`src/rtl/alu_pkg.sv`:
```
// Shared opcode encoding and datapath widths for the ALU command issuer
// and anything that talks to the registered 8-bit ALU.
package alu_pkg;

  localparam int DATA_W = 8;
  localparam int OP_W   = 2;

  localparam logic [OP_W-1:0] OP_ADD = 2'b00;
  localparam logic [OP_W-1:0] OP_SUB = 2'b01;
  localparam logic [OP_W-1:0] OP_LSL = 2'b10;
  localparam logic [OP_W-1:0] OP_LSR = 2'b11;

endpackage

```
`src/rtl/alu_res_fifo.sv`:
```
// Synchronous first-word-fall-through FIFO holding captured ALU results.
// Read data is forced to zero while empty so idle outputs are clean.
module alu_res_fifo #(
  parameter  int WIDTH = 14,
  parameter  int DEPTH = 4,
  localparam int AW    = $clog2(DEPTH)
) (
  input  logic             iCLK,
  input  logic             iRST,
  input  logic             iPush,
  input  logic [WIDTH-1:0] iPushData,
  input  logic             iPop,
  output logic [WIDTH-1:0] oPopData,
  output logic             oFull,
  output logic             oEmpty,
  output logic [AW:0]      oCount
);

  logic [WIDTH-1:0] mem [DEPTH];
  logic [AW:0]      wrPtr;
  logic [AW:0]      rdPtr;
  logic             doPush;
  logic             doPop;

  // Extra pointer bit distinguishes full from empty when the indices match.
  assign oCount   = wrPtr - rdPtr;
  assign oFull    = (oCount == (AW+1)'(DEPTH));
  assign oEmpty   = (oCount == '0);
  assign doPop    = iPop && !oEmpty;
  assign doPush   = iPush && (!oFull || doPop);
  assign oPopData = oEmpty ? '0 : mem[rdPtr[AW-1:0]];

  always_ff @(posedge iCLK) begin
    if (iRST) begin
      wrPtr <= '0;
      rdPtr <= '0;
    end else begin
      if (doPush) wrPtr <= wrPtr + (AW+1)'(1);
      if (doPop)  rdPtr <= rdPtr + (AW+1)'(1);
    end
  end

  // NOTE: storage is deliberately not reset; the pointers alone define which
  // entries are valid, and an unreset array maps onto plain RAM.
  always_ff @(posedge iCLK) begin
    if (doPush) mem[wrPtr[AW-1:0]] <= iPushData;
  end

endmodule

```
`src/rtl/alu_cmd_issuer.sv`:
```
// Issues valid/ready commands to the one-cycle registered ALU and returns the
// results in order, tagged, with credit-based flow control so none are dropped.
module alu_cmd_issuer
  import alu_pkg::*;
#(
  parameter int DEPTH = 4,
  parameter int TAG_W = 4
) (
  input  logic              iCLK,
  input  logic              iRST,
  input  logic              iCMD_VALID,
  output logic              oCMD_READY,
  input  logic [OP_W-1:0]   iCMD_OP,
  input  logic [DATA_W-1:0] iCMD_A,
  input  logic [DATA_W-1:0] iCMD_B,
  output logic [OP_W-1:0]   oALU_OPCODE,
  output logic [DATA_W-1:0] oALU_DATAIN1,
  output logic [DATA_W-1:0] oALU_DATAIN2,
  input  logic [DATA_W-1:0] iALU_DATAOUT,
  output logic              oRES_VALID,
  input  logic              iRES_READY,
  output logic [DATA_W-1:0] oRES_DATA,
  output logic [OP_W-1:0]   oRES_OP,
  output logic [TAG_W-1:0]  oRES_TAG,
  output logic              oBUSY
);

  localparam int AW    = $clog2(DEPTH);
  localparam int OCC_W = AW + 2;

  typedef struct packed {
    logic [DATA_W-1:0] data;
    logic [OP_W-1:0]   op;
    logic [TAG_W-1:0]  tag;
  } resEntry_t;

  logic             s1Valid;
  logic             s2Valid;
  logic [OP_W-1:0]  s1Op;
  logic [OP_W-1:0]  s2Op;
  logic [TAG_W-1:0] s1Tag;
  logic [TAG_W-1:0] s2Tag;
  logic [TAG_W-1:0] tagCnt;
  logic             cmdAccept;
  logic             resPop;
  logic [OCC_W-1:0] occupancy;
  logic [AW:0]      fifoCount;
  logic             fifoFull;
  logic             fifoEmpty;
  resEntry_t        pushEntry;
  resEntry_t        popEntry;

  // Every accepted command holds one credit until its result is popped.
  assign occupancy = OCC_W'(s1Valid) + OCC_W'(s2Valid) + OCC_W'(fifoCount);
  assign oCMD_READY = !iRST && (occupancy < OCC_W'(DEPTH));
  assign oBUSY      = (occupancy != '0);
  assign cmdAccept  = iCMD_VALID && oCMD_READY;
  assign resPop     = oRES_VALID && iRES_READY;

  always_ff @(posedge iCLK) begin
    // NOTE: all state updates are non-blocking so every register samples the
    // pre-edge value of its neighbours, which is what makes s1 -> s2 a pipeline.
    if (iRST) begin
      oALU_OPCODE  <= '0;
      oALU_DATAIN1 <= '0;
      oALU_DATAIN2 <= '0;
      s1Valid      <= 1'b0;
      s2Valid      <= 1'b0;
      s1Op         <= '0;
      s2Op         <= '0;
      s1Tag        <= '0;
      s2Tag        <= '0;
      tagCnt       <= '0;
    end else begin
      if (cmdAccept) begin
        oALU_OPCODE  <= iCMD_OP;
        oALU_DATAIN1 <= iCMD_A;
        oALU_DATAIN2 <= iCMD_B;
        s1Op         <= iCMD_OP;
        s1Tag        <= tagCnt;
        tagCnt       <= tagCnt + TAG_W'(1);
      end
      s1Valid <= cmdAccept;
      s2Valid <= s1Valid;
      s2Op    <= s1Op;
      s2Tag   <= s1Tag;
    end
  end

  // s2 lines up with the cycle in which the ALU presents this command's result.
  assign pushEntry = '{data: iALU_DATAOUT, op: s2Op, tag: s2Tag};

  alu_res_fifo #(
    .WIDTH ($bits(resEntry_t)),
    .DEPTH (DEPTH)
  ) u_res_fifo (
    .iCLK      (iCLK),
    .iRST      (iRST),
    .iPush     (s2Valid),
    .iPushData (pushEntry),
    .iPop      (resPop),
    .oPopData  (popEntry),
    .oFull     (fifoFull),
    .oEmpty    (fifoEmpty),
    .oCount    (fifoCount)
  );

  assign oRES_VALID = !fifoEmpty;
  assign oRES_DATA  = popEntry.data;
  assign oRES_OP    = popEntry.op;
  assign oRES_TAG   = popEntry.tag;

  // Credits make a push into a full FIFO without a matching pop impossible.
  assert property (@(posedge iCLK) disable iff (iRST) !(s2Valid && fifoFull && !resPop));

endmodule

```
`config.mk`:
```
export PLATFORM = sky130hd
export DESIGN_NAME = alu_cmd_issuer
export DESIGN_NICKNAME = d
export VERILOG_FILES = /design/src/rtl/alu_pkg.sv /design/src/rtl/alu_res_fifo.sv /design/src/rtl/alu_cmd_issuer.sv
export SDC_FILE = /design/constraint.sdc
export NUM_CORES = 1
export LEC_CHECK = 0
export BUFFER_PORTS_ARGS = -buffer_cell sky130_fd_sc_hd__clkbuf_2
export CAP_MARGIN = 5
export CORE_MARGIN = 2
export CORE_UTILIZATION = 35
export CTS_BUF_LIST = sky130_fd_sc_hd__clkbuf_4 sky130_fd_sc_hd__clkbuf_8 sky130_fd_sc_hd__clkbuf_16
export DETAILED_ROUTE_END_ITERATION = 8
export GPL_TIMING_DRIVEN = 0
export PLACE_DENSITY = 0.62
export SETUP_SLACK_MARGIN = 0.02
export SLEW_MARGIN = 20
export SYNTH_ARGS = -nofsm -noshare
export SYNTH_HDL_FRONTEND = slang
export SYNTH_SLANG_ARGS = --single-unit
```
`constraint.sdc`:
```
create_clock -name iCLK -period 3.1 [get_ports iCLK]
set_clock_uncertainty 0.1 [all_clocks]
set_input_delay 0.155 -clock iCLK [delete_from_list [all_inputs] [get_ports iCLK]]
set_output_delay 0.155 -clock iCLK [all_outputs]
set_load 0.02 [all_outputs]
```
Yosys cells after proc, flatten, opt, wreduce, memory -nomap -nowiden --
Memories as Yosys holds them, arrays and structs flattened. A register that Yosys moved wholly into a read port is not among the register bits. Index checks and enable logic that the tools add are counted.
Storage, ports and cells: memory bits (writable) 56, output and inout port bits 35, word-level logic and storage cells 36, flip-flop bits (word level) 40, memories kept 1
Memories:
- u_res_fifo.mem | words 4, bits a word 14, rd ports 1, clocked after memory_dff 1, wr ports 1, line alu_res_fifo.sv:19 | logic [WIDTH-1:0] mem [DEPTH];
Cells by class: equal/unequal tests 1, mux-type cells 5, reduce and logical (&&, ||, !) cells 11, magnitude comparators 1, $add $sub $neg 6
Operator list (count):
- 2-to-1 mux 14 bit | 1
- adder 3 x 1 -> 3 bit (second input constant) | 2
- logical AND 1 bit | 5
- adder 2 x 3 -> 4 bit | 1
- adder 4 x 1 -> 4 bit (second input constant) | 1
- < comparator 4 x 3 -> 1 bit (second input constant) | 1
- 2-to-1 mux 2 bit | 2
- nonzero test 4 bit | 1
- equality test 3 bit (second input constant) | 1
- zero test 1 bit | 3
- zero test 3 bit | 1
- subtractor 3 bit | 1
- adder 1 x 1 -> 2 bit | 1
- 2-to-1 mux 1 bit | 2
- logical OR 1 bit | 1

Logic depth before layout (Yosys ltp) --
Gate-level depths: netlist of run 1.
depth after elaboration 9, mapped depth 10

By module --
A second synthesis of run 1 with hierarchy kept.
Unflattened totals: cell total of the unflattened synthesis 304, area, all modules 4215.3 µm²
Modules (own cells, without submodules):
- alu_res_fifo | area each 2650.0 µm², cells each 147, instances 1
- alu_cmd_issuer | area each 1565.3 µm², cells each 157, instances 1

Worst setup path before layout of run 1 --
No wires, ideal clock.
kind register to register, start point register u_res_fifo.wrPtr[0], end point memory u_res_fifo.mem[3][0] (enable), buffers on the path 0, stages on the path, launching flop included 7, arrival time 2027 ps, path slack 589 ps, path through dfxtp_1 inv_1 ha_1 fa_1 xnor3_2 nor2_1 nor2_1
Between the ends: word-level cells in the longest chain between the ends 9, elaborated cells between the ends (all ways) 11, those cells by class 1 x add/sub; 1 x eq/ne; 2 x mux; 7 x reduce/logical
RTL lines:
- from (decl) | line alu_res_fifo.sv:20 | logic [AW:0] wrPtr;
- from (signal assigned) | line alu_res_fifo.sv:38 | if (doPush) wrPtr <= wrPtr + (AW+1)'(1);
- subtractor 3 bit | line alu_res_fifo.sv:26 | assign oCount = wrPtr - rdPtr;
- zero test 3 bit | line alu_res_fifo.sv:28 | assign oEmpty = (oCount == '0);
- zero test 1 bit | line alu_res_fifo.sv:29, alu_cmd_issuer.sv:108
- logical AND 1 bit | line alu_cmd_issuer.sv:58 | assign resPop = oRES_VALID && iRES_READY;
- logical AND 1 bit | line alu_res_fifo.sv:29 | assign doPop = iPop && !oEmpty;
- logical OR 1 bit | line alu_res_fifo.sv:30 | assign doPush = iPush && (!oFull || doPop);
- logical AND 1 bit | line alu_res_fifo.sv:30
- 2-to-1 mux 1 bit | line alu_res_fifo.sv:46 | if (doPush) mem[wrPtr[AW-1:0]] <= iPushData;
- 2-to-1 mux 1 bit (not written as such) | line alu_res_fifo.sv:46
- to (decl) | line alu_res_fifo.sv:19
Several ways; a longest one is shown, not always the timed one.

Worst setup path in the final report of run 1 --
start point register u_res_fifo.wrPtr[0], end point output oRES_OP[0]
Between the ends: word-level cells in the longest chain between the ends 3
RTL lines:
- subtractor 3 bit | line alu_res_fifo.sv:26
- zero test 3 bit | line alu_res_fifo.sv:28
- 2-to-1 mux 14 bit | line alu_res_fifo.sv:31 | assign oPopData = oEmpty ? '0 : mem[rdPtr[AW-1:0]];
- to (decl) | line alu_cmd_issuer.sv:23 | output logic [OP_W-1:0] oRES_OP,
Every way passes these cells.

==> results.json, run 1 <==
{
  "worstHoldPathCells": 4,
  "cts_tree": "built",
  "rsz0062_at_grt": "false",
  "synthCells": 283,
  "htree_levels": 3,
  "start_util_pct": 35.6,
  "drv_slew": 0,
  "drt-vias-per-instance": 4.57,
  "cpMostUsedCell": "clkbuf_2",
  "syn_area_per_cell_um2": 13.5,
  "grtUsageMet1_pct": 16.2,
  "die_w_um": 109,
  "crit_required_ps": 2840,
  "peakVddDrop_v": 0.000431,
  "cts_buffer_depth": 2,
  "routed-via-count": 2424,
  "grt-busiest-layer": "met2",
  "drc": 0,
  "grt_usage_pct": 13.3,
  "synth_sequential_area_ratio_pct": 66.0,
  "async_flop_share_pct": 0,
  "buffer_ports.inserted": 64,
  "dp_hpwl_mm": 4.75,
  "ys_ff_latch": 98,
  "status": "finished, final reports clean",
  "multi_input_area_um2": 1220,
  "syn_to_final_growth_pct": 25.6,
  "maxCapViolCount": 0,
  "diodes": 0,
  "yosys.cell_types.count": 29,
  "dr.pass1.iters": 4,
  "p_sw_w": 0.00144,
  "clk_latency_ps": 350,
  "routed_wirelength_mm": 7.37,
  "fmax_ghz": 0.353,
  "reg2reg_depth": 10,
  "num_rows": 38,
  "cp_max_fo": 10,
  "drive_gt1_share_pct": 26.9,
  "p_int_w": 0.00246,
  "power_frac_clock_pct": 20.8,
  "drt_iter0_drc": 61,
  "tns_ps": 0,
  "num-fill-cells": 1006,
  "final-setup-viol-count": 0,
  "yosys_warnings": 0,
  "pre_cts_ws_ps": 196,
  "cp_data_arrival_time_ps": 2580,
  "synth-edff-count": 56,
  "clk_pin_slew_ps": 90,
  "layout_min_cycle_time_ps": 2830,
  "die_h_um": 109,
  "slew_headroom_pct": 45.5,
  "groute.layer.met3.usage_pct": 2.89,
  "synth_area_leaders": "edfxtp_1 44%, dfxtp_1 22%, mux4_2 8.2%",
  "yosys.area.top_type_share_pct": 44.0,
  "hold_violations": 0,
  "synth_fp_nets": 323,
  "powerDensity_nw_per_um2": 812,
  "seqPwrFrac_pct": 39.6,
  "leakagePower_nw": 1.84,
  "period_share_pct": 91.4,
  "tightest_slew_ps": 816,
  "switching_share_pct": 36.9,
  "hold_slack_ps": 116,
  "yosysTopAreaCell": "edfxtp_1",
  "routabilityCongestion": 0.736,
  "drt.antenna.violating_nets": 0,
  "netlist_area_um2": 3820,
  "min_path_type": "in -> reg",
  "wl_per_cell_um": 13.9,
  "path_buf_inv": 3,
  "crit_path_start": "u_res_fifo.wrPtr[0]$_SDFFE_PP0P_",
  "synth.top_cells.by_count": "56 x edfxtp_1, 50 x nand2_1, 42 x dfxtp_1, 25 x a21oi_1, 21 x nor2b_1",
  "grt_pass1_wl_mm": 11.7,
  "seq_area_um2": 2520,
  "grt-ovfl-total": 0,
  "crit_cells": 8,
  "cts_buffers": 9,
  "cp_top_family": "adder cells",
  "end_kind": "output pin",
  "cp-start-kind": "flip-flop",
  "nets": 425,
  "critPathMaxStageDelay_ps": 430,
  "cp_cell_sequence": "inv_1 > ha_1 > fa_1 > xor3_1 > nor2_4 > clkbuf_2 > nor2b_1 > clkbuf_2",
  "cts.sinks": 98,
  "pin_count": 65,
  "met2_usage_pct": 22.7,
  "cts_root_buffer": "clkbuf_8",
  "comb_power_share_pct": 39.6,
  "synth_ff_type": "edfxtp_1",
  "cp_slowest_cell": "fa_1",
  "antenna_found_initial": 0,
  "path_class": "reg -> out",
  "worst_slack_ps": 266,
  "yosysMostFrequentCell": "edfxtp_1",
  "reg2reg_from": "u_res_fifo.wrPtr[0]$_SDFFE_PP0P_",
  "grt_pass1_vias": 2464,
  "die_area_um2": 11800,
  "hold_start": "iRES_READY",
  "coreArea_um2": 10700,
  "grt_start_max_net_pins": 17
}
[state kept, by name, summed over array words and instances (netlist names), 2 cells and up, named ones only]
register / flops
oALU_DATAIN1: 8
oALU_DATAIN2: 8
s1Op: 2
s1Tag: 4
s2Op: 2
s2Tag: 4
tagCnt: 4
u_res_fifo.mem: 56
u_res_fifo.rdPtr: 3
u_res_fifo.wrPtr: 3
[worst paths after layout]
| kind | slack [ps] | to |
|---|---|---|
| worst max-delay path | 270 | oRES_OP[0] |
| worst min-delay path | 120 | u_res_fifo.rdPtr[2]$_SDFFE_PP0N_ |
| worst max register to register | 300 | oALU_DATAIN1[7]$_SDFFE_PP0P_ |
| worst min register to register | 350 | s1Tag[0]$_SDFFE_PP0P_ |
[timing repair]
action	in CTS	in global routing
hold buffers	27	0
gates resized for setup	2	3
hold endpoints to repair	52	0
setup endpoints to repair	10	18
setup buffers	0	0
[worst register-to-register path: cells and delay by family (launching register included)]
family,cells,cell delay (ps)
adder cells (fa/ha/maj),3,990
AO/OA/AOI/OAI,1,130
multiplexers,1,370
buffers and inverters,3,490
flip-flops,1,380
AND/OR/NAND/NOR,2,260
[logic make-up (layout without fill, tap and decap cells)]
kind of cell	Yosys count	after routing	synth area share, %
flip-flops	98	98	66.0
adder cells (fa/ha/maj)	10	10	3.67
multiplexers	19	19	9.78
XOR/XNOR	7	7	2.39
buffers and inverters	21	128	2.26
AO/OA/AOI/OAI	33	33	4.55
AND/OR/NAND/NOR	95	95	11.4
[final cells by class]
cell class                 count  area share, %
multi-input combinational    164           25.5
clock buffer                  13           3.70
clock inverter                 3          0.443
timing repair buffer          91           12.3
inverter                       8          0.625
sequential                    98           52.5
tap                          140           3.65
buffer                        13           1.22
[power by group through the flow]
stage	Sequential (W)	Clock, W	Combinational [W]
global placement	0.00157	0	0.00149
finish	0.00154	0.000810	0.00154
CTS	0.00155	0.000827	0.00156
global route	0.00156	0.000888	0.00171
detailed placement	0.00157	0	0.00152
floorplan	0.00161	0	0.00102
[stage by stage]
step	total power [W]	util, %	instances	area (um2)
4_1_cts	0.00394	44.6	530	4790
3_3_place_gp	0.00306	40.2	487	4320
3_5_place_dp	0.00310	40.2	487	4320
5_1_grt	0.00416	44.7	530	4800
6_report	0.00390	44.7	530	4800
2_1_floorplan	0.00262	-	283	3820
[per-layer routing]
| layer | up-vias | wire length [um] |
|---|---|---|
| li1 | 1199 | - |
| met1 | 1154 | 3370 |
| met2 | 62 | 3610 |
| met3 | 9 | 281 |
| met4 | 0 | 105 |
| met5 | - | 0 |
[cell usage in the layout (no fill, tap or decap)]
master,count
nand3b_1,2
o211ai_1,1
inv_4,1
xor3_1,1
ha_1,8
nor2_1,12
inv_1,8
and2_1,3
nand3_1,1
mux2i_1,3
clkinvlp_4,2
clkbuf_4,2
mux2_4,1
a21oi_1,25
dfxtp_1,42
nor2b_1,21
dlygate4sd3_1,27
xnor3_2,1
or3_1,3
nand2b_1,1
xnor2_1,3
mux2i_2,1
mux4_2,14
nand2_1,50
clkbuf_8,10
buf_2,3
xor2_1,2
clkbuf_16,1
buf_4,1
nor2_2,1
o21ai_0,5
a31oi_1,1
nor2_4,1
clkbuf_2,66
fa_1,2
edfxtp_1,56
clkbuf_1,7
o211a_1,1
No activity file was read; power rests on OpenSTA's default activity.
==> run 2: changes to the inputs <==
SYNTH_HIERARCHICAL = 1   (was default)
==> results.json, run 2 <==
{
  "status": "finished, final reports clean",
  "rsz0062_at_grt": "false",
  "syn_to_final_growth_pct": 23.0,
  "die_h_um": 114,
  "cp-start-kind": "flip-flop",
  "clk_pin_slew_ps": 70,
  "htree_levels": 3,
  "diodes": 0,
  "routed-via-count": 2777,
  "grt_start_max_net_pins": 20,
  "worst-r2r-setup-slack_ps": 220,
  "grt_usage_pct": 13.5,
  "peakVddDrop_v": 0.000296,
  "end_kind": "flip-flop",
  "drc": 0,
  "stdcell_count": 542,
  "netlist_area_um2": 4210,
  "synth_fp_nets": 344,
  "buffer_ports.inserted": 63,
  "die_area_um2": 12900,
  "final-setup-viol-count": 0,
  "pre_cts_ws_ps": -725,
  "reg2reg_from": "u_res_fifo/wrPtr[0]$_SDFFE_PP0P_",
  "min_path_type": "in -> reg",
  "layout_min_cycle_time_ps": 2880,
  "syn_area_per_cell_um2": 13.9,
  "cts_buffer_depth": 2,
  "pin_count": 65,
  "crit_path_start": "u_res_fifo/wrPtr[0]$_SDFFE_PP0P_",
  "largest_reg_flops": 56,
  "power.total_w": 0.00273,
  "dp_hpwl_mm": 5.50,
  "num_rows": 40,
  "routed_wirelength_mm": 8.34,
  "place_inst": 513,
  "antenna_found_initial": 0,
  "drt_iter0_drc": 143,
  "period_share_pct": 92.9,
  "drt-vias-per-instance": 5.12,
  "wl_per_cell_um": 15.4,
  "cts.sinks": 98,
  "synthCells": 303,
  "tightest_slew_ps": 641,
  "fmax_ghz": 0.347,
  "yosys_warnings": 6,
  "routabilityCongestion": 0.756,
  "start_util_pct": 35.5,
  "die_w_um": 114,
  "layout_common_cells": "63 x clkbuf_2, 56 x edfxtp_1, 41 x dfxtp_1",
  "hold_violations": 0,
  "powerDensity_nw_per_um2": 528,
  "drt.antenna.violating_nets": 0,
  "dr.pass1.iters": 4,
  "drive_gt1_share_pct": 33.4,
  "cp_max_fo": 11,
  "cts_root_buffer": "clkbuf_16",
  "layout.cells.most_common": "clkbuf_2",
  "grt-ovfl-total": 0,
  "coreArea_um2": 11900,
  "cts_tree": "built",
  "grt_pass1_vias": 2714,
  "slew_headroom_pct": 57.3,
  "cts_buffers": 9,
  "hold_start": "iCMD_B[1]",
  "clk_latency_ps": 340,
  "grt_pass1_wl_mm": 13.5,
  "crit_required_ps": 3040,
  "drv_slew": 0,
  "maxCapViolCount": 0,
  "path_class": "reg -> reg",
  "nets": 431,
  "post-route-util_pct": 43.7,
  "leakagePower_nw": 1.93,
  "worst_slack_ps": 221,
  "cp_data_arrival_time_ps": 2820
}
[run 2: final cells by class]
cell class | instances | area, um2
Fill cell | 1095 | 6680
Sequential cell | 98 | 2520
Multi-Input combinational cell | 171 | 1560
Timing Repair Buffer | 75 | 440
Clock buffer | 9 | 225
Tap cell | 147 | 184
Buffer | 21 | 121
Clock inverter | 7 | 71.3
Inverter | 14 | 52.6
[run 2: report_power, final]
part	switching (W)	total, W	internal [W]
registers	0.0000203	0.00142	0.00140
clock network	0.000512	0.00108	0.000566
logic	0.000135	0.000234	0.0000995
[run 2: per-stage QoR]
step,area (um2),hold slack [ps],TNS (ps)
2_1_floorplan,4220,138,0
3_3_place_gp,4710,274,-37400
3_5_place_dp,4710,275,-40150
4_1_cts,5170,1.12,0
5_1_grt,5180,21.3,0
6_report,5180,13.5,0
[run 2: path summary, 6_finish.rpt]
path                                                  endpoint  cells past startpoint
worst max register to register  u_res_fifo/mem[0][5]$_DFFE_PP_                     10
worst min register to register             s2Tag[3]$_SDFF_PP0_                      2
worst max-delay path            u_res_fifo/mem[0][5]$_DFFE_PP_                     10
worst min-delay path              oALU_DATAIN2[1]$_SDFFE_PP0P_                      3
[run 2: routing by layer]
layer | wire, um | up-vias | GRT usage (%) | part of all wire (%)
li1 | - | 1345 | - | -
met1 | 3760 | 1333 | 17.0 | 45
met3 | 472 | 7 | 4.14 | 5.7
met2 | 4030 | 92 | 22.1 | 48
met4 | 79 | 0 | 4.47 | 0.95
met5 | 0 | - | 0 | 0
[run 2: worst max-delay path, cell delays in order, from the launching register on]
cell and delay (ps):
dfxtp_2 350, inv_1 90, ha_1 220, fa_2 360, xnor3_2 280, and2_4 200, clkbuf_4 200, nor2b_4 180
o31a_1 230, buf_4 150, and2_4 210
[run 2: timing repair]
action	CTS	global route
hold buffers	9	0
pin swaps	3	1
endpoints found under the setup margin	74	62
hold endpoints to repair	33	0
gates cloned	1	0
resized for setup	13	6
buffers inserted	3	0
